--- config.mk ---
export PLATFORM = sky130hd
export DESIGN_NAME = issue_controller
export DESIGN_NICKNAME = d
export VERILOG_FILES = /design/src/rtl/issue_controller_pkg.sv /design/src/rtl/issue_controller_controller.sv /design/src/rtl/issue_controller.sv
export SDC_FILE = /design/constraint.sdc
export NUM_CORES = 1
export LEC_CHECK = 0
export ABC_AREA = 1
export CORE_ASPECT_RATIO = 0.6
export CORE_MARGIN = 4
export CORE_UTILIZATION = 40
export CTS_BUF_LIST = sky130_fd_sc_hd__clkbuf_16
export CTS_CLUSTER_DIAMETER = 120
export DETAILED_ROUTE_END_ITERATION = 10
export GPL_TIMING_DRIVEN = 1
export HOLD_SLACK_MARGIN = 0.02
export PLACE_DENSITY = 0.71
export SETUP_SLACK_MARGIN = 0.4
export SYNTH_ARGS = -nofsm -noshare
export SYNTH_HDL_FRONTEND = slang
export SYNTH_SLANG_ARGS = --single-unit
--- constraint.sdc ---
create_clock -name clk_i -period 1.4 [get_ports clk_i]
set_input_delay 0.42 -clock clk_i [delete_from_list [all_inputs] [get_ports clk_i]]
set_output_delay 0.42 -clock clk_i [all_outputs]
set_load 0.05 [all_outputs]
--- src/rtl/issue_controller_pkg.sv ---
// Shared types for the issue controller: decoded ops, EX control bus, ALU/MDU encodings.
// FSM state codes live here too so decode and sequencing agree on them.
package issue_controller_pkg;

  localparam int ALU_OP_WIDTH = 4;
  localparam int MDU_OP_WIDTH = 3;

  localparam logic [ALU_OP_WIDTH-1:0] ALU_ADD  = 4'd0;
  localparam logic [ALU_OP_WIDTH-1:0] ALU_SUB  = 4'd1;
  localparam logic [ALU_OP_WIDTH-1:0] ALU_AND  = 4'd2;
  localparam logic [ALU_OP_WIDTH-1:0] ALU_OR   = 4'd3;
  localparam logic [ALU_OP_WIDTH-1:0] ALU_XOR  = 4'd4;
  localparam logic [ALU_OP_WIDTH-1:0] ALU_SLL  = 4'd5;
  localparam logic [ALU_OP_WIDTH-1:0] ALU_SRL  = 4'd6;
  localparam logic [ALU_OP_WIDTH-1:0] ALU_SRA  = 4'd7;
  localparam logic [ALU_OP_WIDTH-1:0] ALU_SLT  = 4'd8;
  localparam logic [ALU_OP_WIDTH-1:0] ALU_SLTU = 4'd9;

  localparam logic [MDU_OP_WIDTH-1:0] MD_MUL    = 3'd0;
  localparam logic [MDU_OP_WIDTH-1:0] MD_MULH   = 3'd1;
  localparam logic [MDU_OP_WIDTH-1:0] MD_MULHSU = 3'd2;
  localparam logic [MDU_OP_WIDTH-1:0] MD_MULHU  = 3'd3;
  localparam logic [MDU_OP_WIDTH-1:0] MD_DIV    = 3'd4;
  localparam logic [MDU_OP_WIDTH-1:0] MD_DIVU   = 3'd5;
  localparam logic [MDU_OP_WIDTH-1:0] MD_REM    = 3'd6;
  localparam logic [MDU_OP_WIDTH-1:0] MD_REMU   = 3'd7;

  localparam logic [1:0] ST_RUN     = 2'd0;
  localparam logic [1:0] ST_MEM_REQ = 2'd1;
  localparam logic [1:0] ST_MEM_RSP = 2'd2;
  localparam logic [1:0] ST_MD_BUSY = 2'd3;

  typedef enum logic [5:0] {
    OP_ADD, OP_SUB, OP_AND, OP_OR, OP_XOR,
    OP_SLL, OP_SRL, OP_SRA, OP_SLT, OP_SLTU,
    OP_ADDI, OP_ANDI, OP_ORI, OP_XORI, OP_SLTI,
    OP_LUI, OP_AUIPC, OP_LW, OP_SW,
    OP_BEQ, OP_BNE, OP_BLT, OP_BGE,
    OP_JAL, OP_JALR,
    OP_MUL, OP_MULH, OP_MULHSU, OP_MULHU,
    OP_DIV, OP_DIVU, OP_REM, OP_REMU,
    OP_INVALID
  } decoded_op;

  typedef struct packed {
    logic [ALU_OP_WIDTH-1:0] alu_op;
    logic                    imm;
    logic                    stype;
    logic                    upper;
    logic                    lui_shift;
    logic                    pc_ula;
    logic                    load;
    logic                    store;
    logic                    branch;
    logic                    brn_inv;
    logic                    jal;
    logic                    jalr;
    logic [MDU_OP_WIDTH-1:0] md_op;
  } ctrl_bus_t;

endpackage

--- src/rtl/issue_controller_controller.sv ---
// Combinational decode of a decoded_op into the EX control bus.
// MDU ops decode only when RISCV_M_CORE_EN is defined; otherwise they are illegal.
module controller
  import issue_controller_pkg::*;
(
  input  decoded_op i_op,
  output ctrl_bus_t o_ctrl,
  output logic      o_wen,
  output logic      o_legal,
  output logic      o_is_md,
  output logic      o_is_div
);

  always_comb begin
    o_ctrl   = '0;
    o_wen    = 1'b0;
    o_legal  = 1'b1;
    o_is_md  = 1'b0;
    o_is_div = 1'b0;
    unique case (i_op)
      OP_ADD:  begin o_ctrl.alu_op = ALU_ADD;  o_wen = 1'b1; end
      OP_SUB:  begin o_ctrl.alu_op = ALU_SUB;  o_wen = 1'b1; end
      OP_AND:  begin o_ctrl.alu_op = ALU_AND;  o_wen = 1'b1; end
      OP_OR:   begin o_ctrl.alu_op = ALU_OR;   o_wen = 1'b1; end
      OP_XOR:  begin o_ctrl.alu_op = ALU_XOR;  o_wen = 1'b1; end
      OP_SLL:  begin o_ctrl.alu_op = ALU_SLL;  o_wen = 1'b1; end
      OP_SRL:  begin o_ctrl.alu_op = ALU_SRL;  o_wen = 1'b1; end
      OP_SRA:  begin o_ctrl.alu_op = ALU_SRA;  o_wen = 1'b1; end
      OP_SLT:  begin o_ctrl.alu_op = ALU_SLT;  o_wen = 1'b1; end
      OP_SLTU: begin o_ctrl.alu_op = ALU_SLTU; o_wen = 1'b1; end
      OP_ADDI: begin o_ctrl.alu_op = ALU_ADD; o_ctrl.imm = 1'b1; o_wen = 1'b1; end
      OP_ANDI: begin o_ctrl.alu_op = ALU_AND; o_ctrl.imm = 1'b1; o_wen = 1'b1; end
      OP_ORI:  begin o_ctrl.alu_op = ALU_OR;  o_ctrl.imm = 1'b1; o_wen = 1'b1; end
      OP_XORI: begin o_ctrl.alu_op = ALU_XOR; o_ctrl.imm = 1'b1; o_wen = 1'b1; end
      OP_SLTI: begin o_ctrl.alu_op = ALU_SLT; o_ctrl.imm = 1'b1; o_wen = 1'b1; end
      OP_LUI: begin
        o_ctrl.imm = 1'b1; o_ctrl.upper = 1'b1;
        o_ctrl.lui_shift = 1'b1; o_wen = 1'b1;
      end
      OP_AUIPC: begin
        o_ctrl.imm = 1'b1; o_ctrl.upper = 1'b1;
        o_ctrl.pc_ula = 1'b1; o_wen = 1'b1;
      end
      OP_LW: begin o_ctrl.imm = 1'b1; o_ctrl.load = 1'b1; o_wen = 1'b1; end
      OP_SW: begin
        o_ctrl.imm = 1'b1; o_ctrl.stype = 1'b1; o_ctrl.store = 1'b1;
      end
      // Branch compare reuses SUB (equality) and SLT; brn_inv flips the sense.
      OP_BEQ: begin o_ctrl.alu_op = ALU_SUB; o_ctrl.branch = 1'b1; end
      OP_BNE: begin
        o_ctrl.alu_op = ALU_SUB; o_ctrl.branch = 1'b1; o_ctrl.brn_inv = 1'b1;
      end
      OP_BLT: begin o_ctrl.alu_op = ALU_SLT; o_ctrl.branch = 1'b1; end
      OP_BGE: begin
        o_ctrl.alu_op = ALU_SLT; o_ctrl.branch = 1'b1; o_ctrl.brn_inv = 1'b1;
      end
      OP_JAL:  begin o_ctrl.jal = 1'b1; o_ctrl.pc_ula = 1'b1; o_wen = 1'b1; end
      OP_JALR: begin o_ctrl.jalr = 1'b1; o_ctrl.imm = 1'b1; o_wen = 1'b1; end
`ifdef RISCV_M_CORE_EN
      OP_MUL:    begin o_ctrl.md_op = MD_MUL;    o_is_md = 1'b1; o_wen = 1'b1; end
      OP_MULH:   begin o_ctrl.md_op = MD_MULH;   o_is_md = 1'b1; o_wen = 1'b1; end
      OP_MULHSU: begin o_ctrl.md_op = MD_MULHSU; o_is_md = 1'b1; o_wen = 1'b1; end
      OP_MULHU:  begin o_ctrl.md_op = MD_MULHU;  o_is_md = 1'b1; o_wen = 1'b1; end
      OP_DIV: begin
        o_ctrl.md_op = MD_DIV; o_is_md = 1'b1; o_is_div = 1'b1; o_wen = 1'b1;
      end
      OP_DIVU: begin
        o_ctrl.md_op = MD_DIVU; o_is_md = 1'b1; o_is_div = 1'b1; o_wen = 1'b1;
      end
      OP_REM: begin
        o_ctrl.md_op = MD_REM; o_is_md = 1'b1; o_is_div = 1'b1; o_wen = 1'b1;
      end
      OP_REMU: begin
        o_ctrl.md_op = MD_REMU; o_is_md = 1'b1; o_is_div = 1'b1; o_wen = 1'b1;
      end
`endif
      default: o_legal = 1'b0;
    endcase
  end

endmodule

--- src/rtl/issue_controller.sv ---
// Issue stage: EX register, RUN/MEM_REQ/MEM_RSP/MD_BUSY FSM and MDU occupancy counter.
// Define RISCV_M_CORE_EN to enable MUL/DIV issue; otherwise those ops raise illegal.
module issue_controller
  import issue_controller_pkg::*;
#(
  parameter int MUL_CYCLES = 3,
  parameter int DIV_CYCLES = 32
) (
  input  logic      clk_i,
  input  logic      rst_i,
  input  logic      instr_valid_i,
  input  decoded_op decoded_op_i,
  output logic      instr_ready_o,
  output logic      ex_valid_o,
  output ctrl_bus_t ex_ctrl_o,
  output logic      wb_en_o,
  input  logic      branch_taken_i,
  output logic      flush_o,
  output logic      data_req_o,
  output logic      data_we_o,
  input  logic      data_gnt_i,
  input  logic      data_rvalid_i,
  output logic      mdu_start_o,
  output logic      illegal_instr_o
);

  ctrl_bus_t  w_ctrl;
  logic       w_wen, w_legal, w_is_md, w_is_div;
  logic       w_issue, w_flush, w_wb, w_run;
  logic [1:0] r_state;
  logic       r_ex_valid, r_wen, r_ill;
  ctrl_bus_t  r_ctrl;

  controller u_controller (
    .i_op     (decoded_op_i),
    .o_ctrl   (w_ctrl),
    .o_wen    (w_wen),
    .o_legal  (w_legal),
    .o_is_md  (w_is_md),
    .o_is_div (w_is_div)
  );

  assign w_run   = (r_state == ST_RUN);
  assign w_flush = w_run & r_ex_valid & branch_taken_i
                 & (r_ctrl.branch | r_ctrl.jal | r_ctrl.jalr);
  assign w_issue = instr_valid_i & w_run & ~w_flush;

`ifdef RISCV_M_CORE_EN
  localparam int CW = $clog2(DIV_CYCLES + 1);
  logic [CW-1:0] r_cnt;
  logic          r_start;
  logic          w_cnt_last;

  assign w_cnt_last = (r_cnt == CW'(1));

  always_ff @(posedge clk_i or posedge rst_i) begin
    if (rst_i) begin
      r_cnt   <= '0;
      r_start <= 1'b0;
    end else begin
      r_start <= w_issue & w_is_md;
      if (w_issue & w_is_md)
        r_cnt <= w_is_div ? CW'(DIV_CYCLES) : CW'(MUL_CYCLES);
      else if (r_state == ST_MD_BUSY && !w_cnt_last)
        r_cnt <= r_cnt - CW'(1);
    end
  end

  assign mdu_start_o = r_start;
`else
  logic [31:0] w_cfg_unused;
  assign w_cfg_unused = 32'(MUL_CYCLES + DIV_CYCLES) ^ {30'd0, w_is_md, w_is_div};
  assign mdu_start_o  = 1'b0;
`endif

  always_ff @(posedge clk_i or posedge rst_i) begin
    if (rst_i) begin
      r_state    <= ST_RUN;
      r_ex_valid <= 1'b0;
      r_ctrl     <= '0;
      r_wen      <= 1'b0;
      r_ill      <= 1'b0;
    end else begin
      r_ill <= w_issue & ~w_legal;
      case (r_state)
        ST_RUN: begin
          r_ex_valid <= w_issue & w_legal;
          if (w_issue) begin
            r_ctrl <= w_ctrl;
            r_wen  <= w_wen;
          end
          if (w_issue & w_legal & (w_ctrl.load | w_ctrl.store))
            r_state <= ST_MEM_REQ;
`ifdef RISCV_M_CORE_EN
          if (w_issue & w_legal & w_is_md)
            r_state <= ST_MD_BUSY;
`endif
        end
        ST_MEM_REQ: begin
          if (data_gnt_i) begin
            r_state    <= r_ctrl.store ? ST_RUN : ST_MEM_RSP;
            r_ex_valid <= ~r_ctrl.store;
          end
        end
        ST_MEM_RSP: begin
          if (data_rvalid_i) begin
            r_state    <= ST_RUN;
            r_ex_valid <= 1'b0;
          end
        end
`ifdef RISCV_M_CORE_EN
        ST_MD_BUSY: begin
          if (w_cnt_last) begin
            r_state    <= ST_RUN;
            r_ex_valid <= 1'b0;
          end
        end
`endif
        default: begin
          r_state    <= ST_RUN;
          r_ex_valid <= 1'b0;
        end
      endcase
    end
  end

  always_comb begin
    w_wb = 1'b0;
    case (r_state)
      ST_RUN:     w_wb = r_ex_valid & r_wen;
      ST_MEM_RSP: w_wb = data_rvalid_i;
`ifdef RISCV_M_CORE_EN
      ST_MD_BUSY: w_wb = w_cnt_last;
`endif
      default:    w_wb = 1'b0;
    endcase
  end

  assign instr_ready_o   = w_run & ~w_flush;
  assign ex_valid_o      = r_ex_valid;
  assign ex_ctrl_o       = r_ctrl;
  assign wb_en_o         = w_wb;
  assign flush_o         = w_flush;
  assign data_req_o      = (r_state == ST_MEM_REQ);
  assign data_we_o       = (r_state == ST_MEM_REQ) & r_ctrl.store;
  assign illegal_instr_o = r_ill;

endmodule

Word-level counts from Yosys, hierarchy flattened

Cells that the tools add are included.

Reduce and logical (&&, ||, !) cells: 17
Eq/ne operators: 29
Multiplexer cells: 22
Bitwise gates (word level): 17

Operator list:

| kind               | number |
|---|---|
| $eq 6x5->1 const B | 9 |
| $eq 6x4->1 const B | 8 |
| $pmux 4 s9         | 1 |
| $reduce_or 25->1   | 1 |
| $eq 6x3->1 const B | 4 |
| $reduce_or 20->1   | 1 |
| $mux 1             | 14 |
| $eq 6x2->1 const B | 2 |
| $reduce_or 2->1    | 6 |
| $and 1x1->1        | 11 |
| $reduce_or 10->1   | 1 |
| $mux 2             | 4 |
| $reduce_or 4->1    | 2 |
| $eq 6x1->1 const B | 1 |
| $logic_not 6->1    | 1 |
| $pmux 2 s3         | 1 |
| $ne 2x1->1 const B | 2 |
| $reduce_and 2->1   | 2 |
| $not 1->1          | 3 |
| $or 1x1->1         | 3 |
| $pmux 1 s3         | 1 |
| $reduce_and 3->1   | 1 |
| $reduce_or 3->1    | 1 |
| $eq 2x1->1 const B | 1 |
| 4 further kinds    | 4 |

Bits of input ports: 12
Register bits after elaboration: 19
Output and inout port bits: 26
Logic and storage cells: 100

Longest topological paths before layout

Gate-level depths: netlist of run 1.

Word-level depth: 10
Gate-level depth with buffers: 13

Modules after synthesis

From an unflattened synthesis of run 1, not the netlist that was laid out.

Cell total of the unflattened synthesis: 230
Area, all modules: 1587.8 µm²

Modules (own cells, without submodules):

| module           | instances | area each (µm²) | cells each | seq. area each (µm²) |
|---|---|---|---|---|
| issue_controller | 1         | 1098.6          | 122        | 575.6 |
| controller       | 1         | 489.2           | 108        | 0.0 |

Worst setup path before layout of run 1

Ideal clock, no wire load.

Path type: register to output
From: register r_state[1]
To: output port data_we_o
Buffers on the path: 0
Slack: -0.937 ns
Data arrival time: 1.917 ns
Data required time: 0.980 ns
Stages on the path, launching flop included: 4
Cell sequence: dfrtp_1 -> nor2_1 -> inv_1 -> nor2_1

Longest elaborated chain between the ends: 2

Ends and longest elaborated chain:

| item                     | RTL line                | text |
|---|---|---|
| start: declaration       | issue_controller.sv:30  | `logic [1:0] r_state;` |
| start signal: assignment | issue_controller.sv:101 | `r_state <= r_ctrl.store ? ST_RUN : ST_MEM_RSP;` |
| $eq 2x1->1               | n/a                     |  |
| via data_req_o           | issue_controller.sv:19  | `output logic data_req_o,` |
| $and 1x1->1              | issue_controller.sv:145 | `assign data_we_o = (r_state == ST_MEM_REQ) & r_ctrl.store;` |
| end: declaration         | issue_controller.sv:20  | `output logic data_we_o,` |

The timed path passes the listed nets, and every way through them passes these cells.

Final worst setup path of run 1

From: register r_ctrl, in the netlist ex_ctrl_o[6]
To: register r_state[1]

Longest elaborated chain between the ends: 9

Ends and longest elaborated chain:

| item                       | RTL line               | text |
|---|---|---|
| start: declaration         | issue_controller.sv:32 | `ctrl_bus_t r_ctrl;` |
| start signal: assignment   | issue_controller.sv:89 | `r_ctrl <= w_ctrl;` |
| $or 1x1->1 (2 in series)   | issue_controller.sv:45 | `& (r_ctrl.branch \| r_ctrl.jal \| r_ctrl.jalr);` |
| $and 1x1->1                | issue_controller.sv:45 |  |
| $not 1->1                  | issue_controller.sv:46 | `assign w_issue = instr_valid_i & w_run & ~w_flush;` |
| $and 1x1->1                | issue_controller.sv:46 |  |
| $and 1x1->1 (2 in series)  | issue_controller.sv:92 | `if (w_issue & w_legal & (w_ctrl.load \| w_ctrl.store))` |
| $ne 2x1->1 (no line)       | n/a                    |  |
| $reduce_and 3->1 (no line) | n/a                    |  |

No other way between the ends.
A chain may end at the register's enable or synchronous reset.

==> impl_metrics.json, run 1 <==
{
  "mostFrequentLayoutCell": "buf_4",
  "h-tree-depth": 1,
  "cp_max_fo": 8,
  "rsz0062_at_grt": "true",
  "nNetsFinal": 284,
  "dr.pass1.iters": 6,
  "antennaDiodeCount": 0,
  "synth-seq-cells": 19,
  "yosysWarnings": 0,
  "fin_ws_ns": -0.4327,
  "multi_input_area_um2": 853.3,
  "area_delta_synth_final_pct": 121.5,
  "synth_top_cell_area_share": 0.3958,
  "antenna_found_initial": 0,
  "stdcell_count": 313,
  "die-width_um": 78.75,
  "status": "finished with violations",
  "fillers": 101,
  "fp.coreArea_mm2": 0.002872,
  "ios": 38,
  "finClkSkew_ns": 0.01018,
  "min_period_ns": 1.833,
  "synth.avg_cell_area_um2": 6.864,
  "synthCells": 175,
  "crit_path_end_kind": "flip-flop",
  "drive_gt1_frac": 0.6458,
  "critPathRequiredTime_ns": 1.59,
  "grt_pass1_wl_mm": 9.183,
  "fin_area_mm2": 0.002660,
  "ctsHoldBuffers": 0,
  "grt_overflow": 0,
  "syn_area_mm2": 0.001201,
  "fin_hold_ws_ns": 0.5239,
  "drv_cap": 0,
  "hold_path_class": "primary input to asynchronous set/reset pin",
  "ys_types": 24,
  "final-hold-violation-count": 0,
  "critical_path_class": "flip-flop to flip-flop",
  "drc": 0,
  "port_buffers": 33,
  "synth_area_leader_cell": "dfrtp_1",
  "fin_crit_sh": 1.309,
  "synth_ff_type": "dfrtp_1",
  "globalplace.congestion": 1.049,
  "die-area_mm2": 0.003972,
  "tritoncts": "done",
  "root_buffer": "clkbuf_16",
  "avgRoutedWirePerCell_um": 23.69,
  "drt_iter0_drc": 352,
  "mostFrequentLayoutCells": "buf_4 (47), nand2_1 (26), buf_12 (23), inv_1 (17)",
  "grt_pass1_vias": 1771,
  "p_leak_nw": 1.290,
  "start_util": 0.4183,
  "yosysSeqAreaShare": 0.3958,
  "antenna_left": 0,
  "ys_async_sr_fraction": 1.000,
  "placed_area_mm2": 0.002146,
  "cts_buffers": 3,
  "arrival_ns": 2.03,
  "grt_use_total": 0.3076,
  "dp.cells": 283,
  "dp_hpwl_mm": 3.183,
  "clkSinkCount": 19,
  "clkTransAtPathRegs_ns": 0.06,
  "finalSetupViolCount": 26,
  "cp-start-kind": "flip-flop",
  "synth-edff-count": 0,
  "rows": 15,
  "cts_buffer_depth": 2,
  "fmax_mhz": 545.7,
  "violations": "setup timing",
  "viasPerCell": 6.291,
  "die_y_um": 50.45,
  "grt_max_degree": 20,
  "routed_wl_mm": 7.415,
  "irDropWorstVdd_mv": 0.8252,
  "num_vias": 1969,
  "ff_latch_area_um2": 495.5,
  "insertion_delay_ns": 0.26,
  "drv_slew": 0,
  "synth_area_leaders": "dfrtp_1 (40%), nand2_1 (13%), nor2_1 (8.4%)",
  "powerDensity_mw_per_mm2": 882.9
}
routing by layer:
layer	GRT usage	part of all wire	wire [um]
met5	0	0	0
met3	0.1093	0.15	1086
met1	0.3582	0.35	2566
met2	0.5099	0.41	3064
met4	0.1424	0.094	697
sequential cells by signal, summed over array words and instances, names as in the netlist:
signal,flops
ex_ctrl_o,14
ex_valid_o,1
illegal_instr_o,1
r_state,2
r_wen,1
worst paths after layout:
kind | from | end | slack (ns) | depth (start not counted)
setup reg to reg | ex_ctrl_o[6] | r_state[1] | -0.43 | 13
min in group clk_i | ex_ctrl_o[10] | ex_ctrl_o[10] | 0.57 | 2
hold reg to reg | ex_ctrl_o[10] | ex_ctrl_o[10] | 0.57 | 2
max in group asynchronous | rst_i | illegal_instr_o | 0.64 | 3
setup / recovery | ex_ctrl_o[6] | r_state[1] | -0.43 | 13
hold / removal | rst_i | r_state[0] | 0.52 | 3
kinds of logic (layout without fill, tap and decap cells):
group / after synthesis / in the layout / share of synthesized area
AND/OR/NAND/NOR: 98 / 99 / 0.3542
other: 1 / 4 / 0.003122
buffers and inverters: 34 / 126 / 0.1323
flip-flops: 19 / 19 / 0.3958
AO/OA/AOI/OAI: 23 / 23 / 0.1146
critical path: stages (launching register included):
cell	delay, ns
dfrtp_2	0.42
nor2_2	0.15
nand2_2	0.09
nand3_4	0.08
clkinv_4	0.08
buf_6	0.11
buf_6	0.11
nor2_4	0.16
buf_6	0.13
buf_12	0.13
o21ai_4	0.06
nand2_1	0.09
nand3_2	0.08
nand2_1	0.09
cells in the mapped netlist, types with 2 or more instances:
library cell,instances
a41oi_1,2
buf_4,6
nor2_1,27
inv_1,25
nand3_1,18
nor2_2,6
o21ai_1,3
nor3_1,3
nand2_1,40
a21oi_1,6
a31oi_1,2
o21ai_0,6
a211oi_1,2
dfrtp_1,19
where the power goes:
part	leakage [nW]	switching, mW	total, mW	internal (mW)
Combinational	1.02	0.587	1.06	0.473
Clock	0.0423	0.235	0.617	0.382
Sequential	0.226	0.0615	0.672	0.610
Total	1.29	0.884	2.35	1.46
repair_timing:
item / in CTS / in global routing
resized for setup: 80 / 21
endpoints found under the hold margin: 0 / 0
setup endpoints to repair: 41 / 41
gates cloned: 3 / 1
setup buffers: 13 / 9
pin swaps: 22 / 14
layout make-up:
| type | count | area share |
|---|---|---|
| Clock buffer | 3 | 0.02822 |
| Clock inverter | 1 | 0.001411 |
| Inverter | 26 | 0.04139 |
| Multi-Input combinational cell | 126 | 0.3208 |
| Sequential cell | 19 | 0.1863 |
| Tap cell | 42 | 0.01976 |
| Timing Repair Buffer | 95 | 0.3993 |
| Timing Repair inverter | 1 | 0.002822 |
metrics by stage:
step / setup WS, ns / TNS (ns) / power [mW] / util
finish: -0.4327 / -8.288 / 2.349 / 0.9264
global route: -0.4992 / -9.552 / 2.389 / 0.9264
CTS: -0.2899 / -5.488 / 2.153 / 0.8641
detailed placement: -0.6711 / -9.840 / 1.476 / 0.7473
global placement: -0.5944 / -8.868 / 1.456 / 0.7473
floorplan: -0.1840 / -0.9919 / 1.064 / -
No activity file was read; power rests on OpenSTA's default activity.
==> inputs of run 2 (changes only) <==
--- a/config.mk
+++ b/config.mk
@@ -6,6 +6,7 @@
 export NUM_CORES = 1
 export LEC_CHECK = 0
 export ABC_AREA = 1
+export ABC_CLOCK_PERIOD_IN_PS = 1400
 export CORE_ASPECT_RATIO = 0.6
 export CORE_MARGIN = 4
 export CORE_UTILIZATION = 40
==> results of run 2 <==
No change in the layout: final DEF, timing and power equal those of run 1.
